File: src/rtl/branch_predictor_pkg.sv
// Shared constants and helpers for the BTB-based branch predictor.
// Counter encodings, index/tag width derivation and saturating counter steps.
package branch_predictor_pkg;

    localparam logic [1:0] SNT = 2'b00;
    localparam logic [1:0] WNT = 2'b01;
    localparam logic [1:0] WT  = 2'b10;
    localparam logic [1:0] ST  = 2'b11;

    function automatic int idxWidth(input int entries);
        return (entries > 1) ? $clog2(entries) : 1;
    endfunction

    // Tag field starts right above the word-aligned index field.
    function automatic int tagLsb(input int entries);
        return idxWidth(entries) + 2;
    endfunction

    function automatic logic [1:0] ctrInc(input logic [1:0] ctr);
        return (ctr == ST) ? ST : ctr + 2'd1;
    endfunction

    function automatic logic [1:0] ctrDec(input logic [1:0] ctr);
        return (ctr == SNT) ? SNT : ctr - 2'd1;
    endfunction

endpackage

File: src/rtl/branch_predictor_table.sv
// Direct-mapped BTB storage: valid/tag/target/counter arrays with one
// combinational read port and one synchronous write port.
module bp_table
    import branch_predictor_pkg::*;
#(
    parameter int XLEN     = 32,
    parameter int ENTRIES  = 16,
    parameter int TAG_BITS = 8,
    localparam int IDX     = idxWidth(ENTRIES)
) (
    input  logic                clk,
    input  logic                reset,
    input  logic [IDX-1:0]      rdIdx,
    output logic                rdValid,
    output logic [TAG_BITS-1:0] rdTag,
    output logic [XLEN-1:0]     rdTarget,
    output logic [1:0]          rdCtr,
    input  logic                wrEn,
    input  logic                wrTgtEn,
    input  logic [IDX-1:0]      wrIdx,
    input  logic [TAG_BITS-1:0] wrTag,
    input  logic [XLEN-1:0]     wrTarget,
    input  logic [1:0]          wrCtr
);

    logic [ENTRIES-1:0]  validQ;
    logic [1:0]          ctrQ    [ENTRIES];
    logic [TAG_BITS-1:0] tagQ    [ENTRIES];
    logic [XLEN-1:0]     targetQ [ENTRIES];

    always_ff @(posedge clk or posedge reset) begin
        if (reset) begin
            validQ <= '0;
            for (int i = 0; i < ENTRIES; i++) ctrQ[i] <= SNT;
        end else if (wrEn) begin
            validQ[wrIdx] <= 1'b1;
            ctrQ[wrIdx]   <= wrCtr;
        end
    end

    // Tags and targets are only meaningful behind a valid bit, so no reset.
    always_ff @(posedge clk) begin
        if (wrEn) begin
            tagQ[wrIdx] <= wrTag;
            if (wrTgtEn) targetQ[wrIdx] <= wrTarget;
        end
    end

    assign rdValid  = validQ[rdIdx];
    assign rdTag    = tagQ[rdIdx];
    assign rdTarget = targetQ[rdIdx];
    assign rdCtr    = ctrQ[rdIdx];

endmodule

File: src/rtl/branch_predictor.sv
// Dynamic branch predictor: IF-stage BTB lookup, one-deep prediction record,
// resolution compare with redirect, table training and statistics.
module branch_predictor
    import branch_predictor_pkg::*;
#(
    parameter int         XLEN     = 32,
    parameter int         ENTRIES  = 16,
    parameter int         TAG_BITS = 8,
    parameter logic [1:0] CTR_INIT = 2'b10
) (
    input  logic            clk,
    input  logic            reset,
    input  logic [XLEN-1:0] fetchPc,
    input  logic            fetchValid,
    input  logic            stall,
    output logic            predTaken,
    output logic [XLEN-1:0] predTarget,
    input  logic            resValid,
    input  logic            resIsCond,
    input  logic            resIsJump,
    input  logic            resTaken,
    input  logic [XLEN-1:0] resTarget,
    output logic            mispredict,
    output logic [XLEN-1:0] redirectAddr,
    output logic [31:0]     statLookups,
    output logic [31:0]     statMispredicts
);

    localparam int IDX  = idxWidth(ENTRIES);
    localparam int TLSB = tagLsb(ENTRIES);

    function automatic logic [IDX-1:0] idxOf(input logic [XLEN-1:0] pc);
        return pc[IDX+1:2];
    endfunction

    function automatic logic [TAG_BITS-1:0] tagOf(input logic [XLEN-1:0] pc);
        return pc[TLSB+TAG_BITS-1:TLSB];
    endfunction

    logic                rdValid, hit;
    logic [TAG_BITS-1:0] rdTag;
    logic [XLEN-1:0]     rdTarget;
    logic [1:0]          rdCtr;
    logic [IDX-1:0]      fetchIdx, wrIdx, srcIdx;
    logic [TAG_BITS-1:0] fetchTag, wrTag, srcTag;
    logic                wrEn, wrTgtEn;
    logic [1:0]          wrCtr;

    logic                recValid, recTaken, recHit;
    logic [XLEN-1:0]     recPc, recTarget;
    logic [1:0]          recCtr;
    logic                accepted, loadRec, srcHit, nextHit;
    logic [1:0]          srcCtr, nextCtr;

    assign fetchIdx = idxOf(fetchPc);
    assign fetchTag = tagOf(fetchPc);

    bp_table #(
        .XLEN     (XLEN),
        .ENTRIES  (ENTRIES),
        .TAG_BITS (TAG_BITS)
    ) uTable (
        .clk      (clk),
        .reset    (reset),
        .rdIdx    (fetchIdx),
        .rdValid  (rdValid),
        .rdTag    (rdTag),
        .rdTarget (rdTarget),
        .rdCtr    (rdCtr),
        .wrEn     (wrEn),
        .wrTgtEn  (wrTgtEn),
        .wrIdx    (wrIdx),
        .wrTag    (wrTag),
        .wrTarget (resTarget),
        .wrCtr    (wrCtr)
    );

    // Fetch stage: combinational prediction
    assign hit        = rdValid & (rdTag == fetchTag);
    assign predTaken  = hit & rdCtr[1];
    assign predTarget = predTaken ? rdTarget : fetchPc + XLEN'(4);

    // Resolve stage: compare against the recorded prediction
    assign accepted     = resValid & recValid;
    assign mispredict   = accepted & ((recTaken != resTaken) |
                                      (resTaken & (recTarget != resTarget)));
    assign redirectAddr = !mispredict ? '0 :
                          resTaken    ? resTarget : recPc + XLEN'(4);

    assign wrIdx = idxOf(recPc);
    assign wrTag = tagOf(recPc);

    always_comb begin
        wrEn    = 1'b0;
        wrTgtEn = 1'b0;
        wrCtr   = recCtr;
        if (accepted) begin
            if (recHit) begin
                wrEn = 1'b1;
                if (resIsJump) begin
                    wrCtr   = ST;
                    wrTgtEn = 1'b1;
                end else if (resIsCond && resTaken) begin
                    wrCtr   = ctrInc(recCtr);
                    wrTgtEn = 1'b1;
                end else begin
                    wrCtr = ctrDec(recCtr);
                end
            end else if ((resIsCond || resIsJump) && resTaken) begin
                wrEn    = 1'b1;
                wrTgtEn = 1'b1;
                wrCtr   = resIsJump ? ST : CTR_INIT;
            end
        end
    end

    // The recorded hit/counter must reflect a table write landing on the same
    // edge, otherwise back-to-back branches sharing an index train from stale state.
    assign loadRec = fetchValid & ~stall & ~mispredict;
    assign srcIdx  = loadRec ? fetchIdx : wrIdx;
    assign srcTag  = loadRec ? fetchTag : wrTag;
    assign srcHit  = loadRec ? hit      : recHit;
    assign srcCtr  = loadRec ? rdCtr    : recCtr;
    assign nextHit = (wrEn && wrIdx == srcIdx) ? (wrTag == srcTag) : srcHit;
    assign nextCtr = (wrEn && wrIdx == srcIdx) ? wrCtr : srcCtr;

    always_ff @(posedge clk or posedge reset) begin
        if (reset) begin
            recValid        <= 1'b0;
            statLookups     <= '0;
            statMispredicts <= '0;
        end else begin
            if (mispredict) recValid <= 1'b0;
            else if (!stall) recValid <= fetchValid;
            if (loadRec) statLookups <= statLookups + 32'd1;
            if (mispredict) statMispredicts <= statMispredicts + 32'd1;
        end
    end

    always_ff @(posedge clk) begin
        if (loadRec) begin
            recPc     <= fetchPc;
            recTaken  <= predTaken;
            recTarget <= predTarget;
        end
        recHit <= nextHit;
        recCtr <= nextCtr;
    end

endmodule

File: config.mk
export PLATFORM = sky130hd
export DESIGN_NAME = branch_predictor
export DESIGN_NICKNAME = d
export VERILOG_FILES = /design/src/rtl/branch_predictor_pkg.sv /design/src/rtl/branch_predictor_table.sv /design/src/rtl/branch_predictor.sv
export SDC_FILE = /design/constraint.sdc
export NUM_CORES = 1
export LEC_CHECK = 0
export CAP_MARGIN = 15
export CELL_PAD_IN_SITES_DETAIL_PLACEMENT = 2
export CELL_PAD_IN_SITES_GLOBAL_PLACEMENT = 2
export CORE_MARGIN = 1.5
export CORE_UTILIZATION = 40
export CTS_CLUSTER_DIAMETER = 150
export DETAILED_ROUTE_END_ITERATION = 7
export PLACE_DENSITY = 0.74
export SYNTH_ARGS = -nofsm -noshare
export SYNTH_HDL_FRONTEND = slang
export SYNTH_HIERARCHICAL = 1
export SYNTH_SLANG_ARGS = --single-unit
File: constraint.sdc
create_clock -name clk -period 9.3 [get_ports clk]
set_input_delay 1.395 -clock clk [delete_from_list [all_inputs] [get_ports clk]]
set_output_delay 1.395 -clock clk [all_outputs]
set_load 0.005 [all_outputs]
==> results.toml <==
[setup_path]
regToRegSetupSlack_ns = 5.31
timing.rr.start = "recTarget[2]$_DFFE_PN_"
crit_start = "fetchPc[4]"
worst_setup_path_end_kind = "primary output"
crit_fanout = 62
start_kind = "input port"
worst-endpoint-required_ns = 7.91
path_class = "input port to primary output"
arrival_ns = 6.30

[route]
drtIter0Drc = 1958
ant_nets = 0
drc_errors = 0
vias_per_cell = 5.91
wire_per_inst_um = 33.6
routed_wl_um = 114000
vias = 20100
drt_first_pass_iters = 5

[global_routing]
grt_max_degree = 121
grt.met2_usage_pct = 44.3
grt_pass1_wl_um = 162000
grtUsageMet3_pct = 5.68
antenna_found_initial = 6
grt_pass1_vias = 21700
grt-busiest-layer = "met2"
grtUsageTotal_pct = 26.5
grt-ovfl-total = 0
grt_util_met1_pct = 33.5

[sta]
fmax_ghz = 0.130
setup_violations = 0
finalCritPeriodShare_pct = 82.8
worst_slack_ns = 1.60
slew_violations = 0
period_minus_slack_ns = 7.70
finalHoldViolations = 0
rsz0062_at_grt = "false"
setup_tns_ns = 0
slew_headroom_pct = 30.1
clock_skew_ns = 0.0329
tightest_slew_ns = 1.05

[cells_and_area]
fin_nets = 2265
final_util_pct = 48.2
synthToLayoutAreaGrowth_pct = 19.3
n_fill_cell = 7536
fin_area_um2 = 40300
drive_gt1_share_pct = 18.8

[logic_synthesis]
synth-edff-count = 708
ys_types = 48
yosys_warnings = 6
syn_area_um2 = 33800
synth_ff_type = "edfxtp_1"
synth.area.top_cells = "edfxtp_1, mux4_2, dfrtp_1"
synth_area_leader_cell = "edfxtp_1"
synthArstFlopShare_pct = 13.8
synth_top_area_share_pct = 62.9
yosysMostFrequentCell = "edfxtp_1"
syn_nets = 1993
synth-seq-area-share_pct = 71.3
synth_commonest_cells = "edfxtp_1, mux4_2, nor2_1"
synth.avg_cell_area_um2 = 17.6
synth_seq_cells = 821
synthCells = 1917

[clock_tree]
cts_tree = "built"
numCtsBuffers = 90
htreeDepth = 3
path_clk_slew_ns = 0.05
clock_latency_ns = 0.66
cts_setup_buffers = 0
cts_resized = 0
clock_sinks = 821
postCtsHoldBufs = 0
clock_path_buffers = 3
cts_root_buf = "clkbuf_16"

[outcome]
outcome = "complete, no violations"

[power]
total_power_mw = 8.44
ir_worst_vdd_v = 0.000141
p_leak_nw = 13.7
power_density_nw_per_um2 = 209

[floorplanning]
num_rows = 106
core_area_um2 = 83700
dieArea_um2 = 86200
die_width_um = 294
start_util_pct = 40.4
die_y_um = 294
num_io_pins = 202

[placement]
placed_area_um2 = 37400
io_buffers = 201
gp_congestion = 0.777
place_hpwl_um = 69400
dpl_worst_slack_ns = 1.71

[hold_path]
min-delay-start = "uTable/validQ[3]$_DFFE_PP0P_"
hold_class = "flip-flop to flip-flop"

[run]
maxCapViolCount = 0
## logic make-up after synthesis
kind of cell | Yosys count | share of synthesized area, %
flops | 821 | 71.3
simple gates | 436 | 6.54
mux | 222 | 13.1
xor+xnor | 169 | 4.40
compound gates | 152 | 2.94
buf+inv | 113 | 1.60
fa+ha+maj | 4 | 0.148
## area by class of cell
cell class | instances | area [um2] | area share, %
antenna | 1 | 2.50 | 0.00620
timing repair buffer | 271 | 2550 | 6.33
clock buffer | 115 | 2420 | 6.00
clock inverter | 51 | 556 | 1.38
multi-input combinational | 983 | 9220 | 22.8
inverter | 22 | 83.8 | 0.208
tap | 1134 | 1420 | 3.52
sequential | 821 | 24100 | 59.7
## cells in the final DEF (no fill, tap or decap), drive strengths merged, types with 73 or more instances in the layout
cell type,Yosys,final
a22oi,86,86
mux4,172,172
clkbuf,51,115
nand2,99,99
clkdlybuf4s50,0,198
nor2,117,117
dfrtp,113,113
edfxtp,708,708
xor2,101,101
buf,40,73
## final timing paths
kind,to,cells past startpoint
min,uTable/validQ[3]$_DFFE_PP0P_,1
max in group asynchronous,uTable/ctrQ[31]$_DFFE_PP0P_,2
min in group asynchronous,uTable/ctrQ[10]$_DFFE_PP0P_,2
max,predTarget[27],13
min reg2reg,uTable/validQ[3]$_DFFE_PP0P_,1
max reg2reg,recPc[14]$_DFFE_PN_,7
## stage by stage
stage | hold slack [ns] | std cells
2_1_floorplan | 0.428 | 1917
3_3_place_gp | 0.441 | 3231
3_5_place_dp | 0.450 | 3231
4_1_cts | 0.462 | 3397
5_1_grt | 0.479 | 3397
6_report | 0.454 | 3398
## routing by layer
| metal | wire [um] | part of all wire, % |
|---|---|---|
| met2 | 56600 | 50 |
| met1 | 44500 | 39 |
| met5 | 60 | 0.053 |
| met3 | 8180 | 7.2 |
| met4 | 4680 | 4.1 |
## worst max-delay path, cell delays in order
cell and delay (ns):
clkdlybuf4s50_1 0.89, nor2b_4 0.46, buf_4 0.65, a22oi_1 0.15, nand2_1 0.13, xor2_1 0.08, nor4_1 0.42, nand3_1 0.15
nor4_1 0.41, nand2_2 0.09, buf_4 0.39, a21oi_1 0.41, clkdlybuf4s50_1 0.61
## power breakdown
group / total [mW] / internal (mW) / switching [mW]
registers: 4.16 / 4.08 / 0.0772
clock network: 3.67 / 2.15 / 1.53
logic: 0.607 / 0.262 / 0.345
## sequential cells by signal (all words and copies together), names as in the netlist
signal           count
recValid             1
recTarget           32
recHit               1
statLookups         32
statMispredicts     32
uTable/targetQ     512
recPc               32
uTable/tagQ        128
uTable/validQ       16
recTaken             1
uTable/ctrQ         32
recCtr               2
Power figures use the tool's default switching activity.
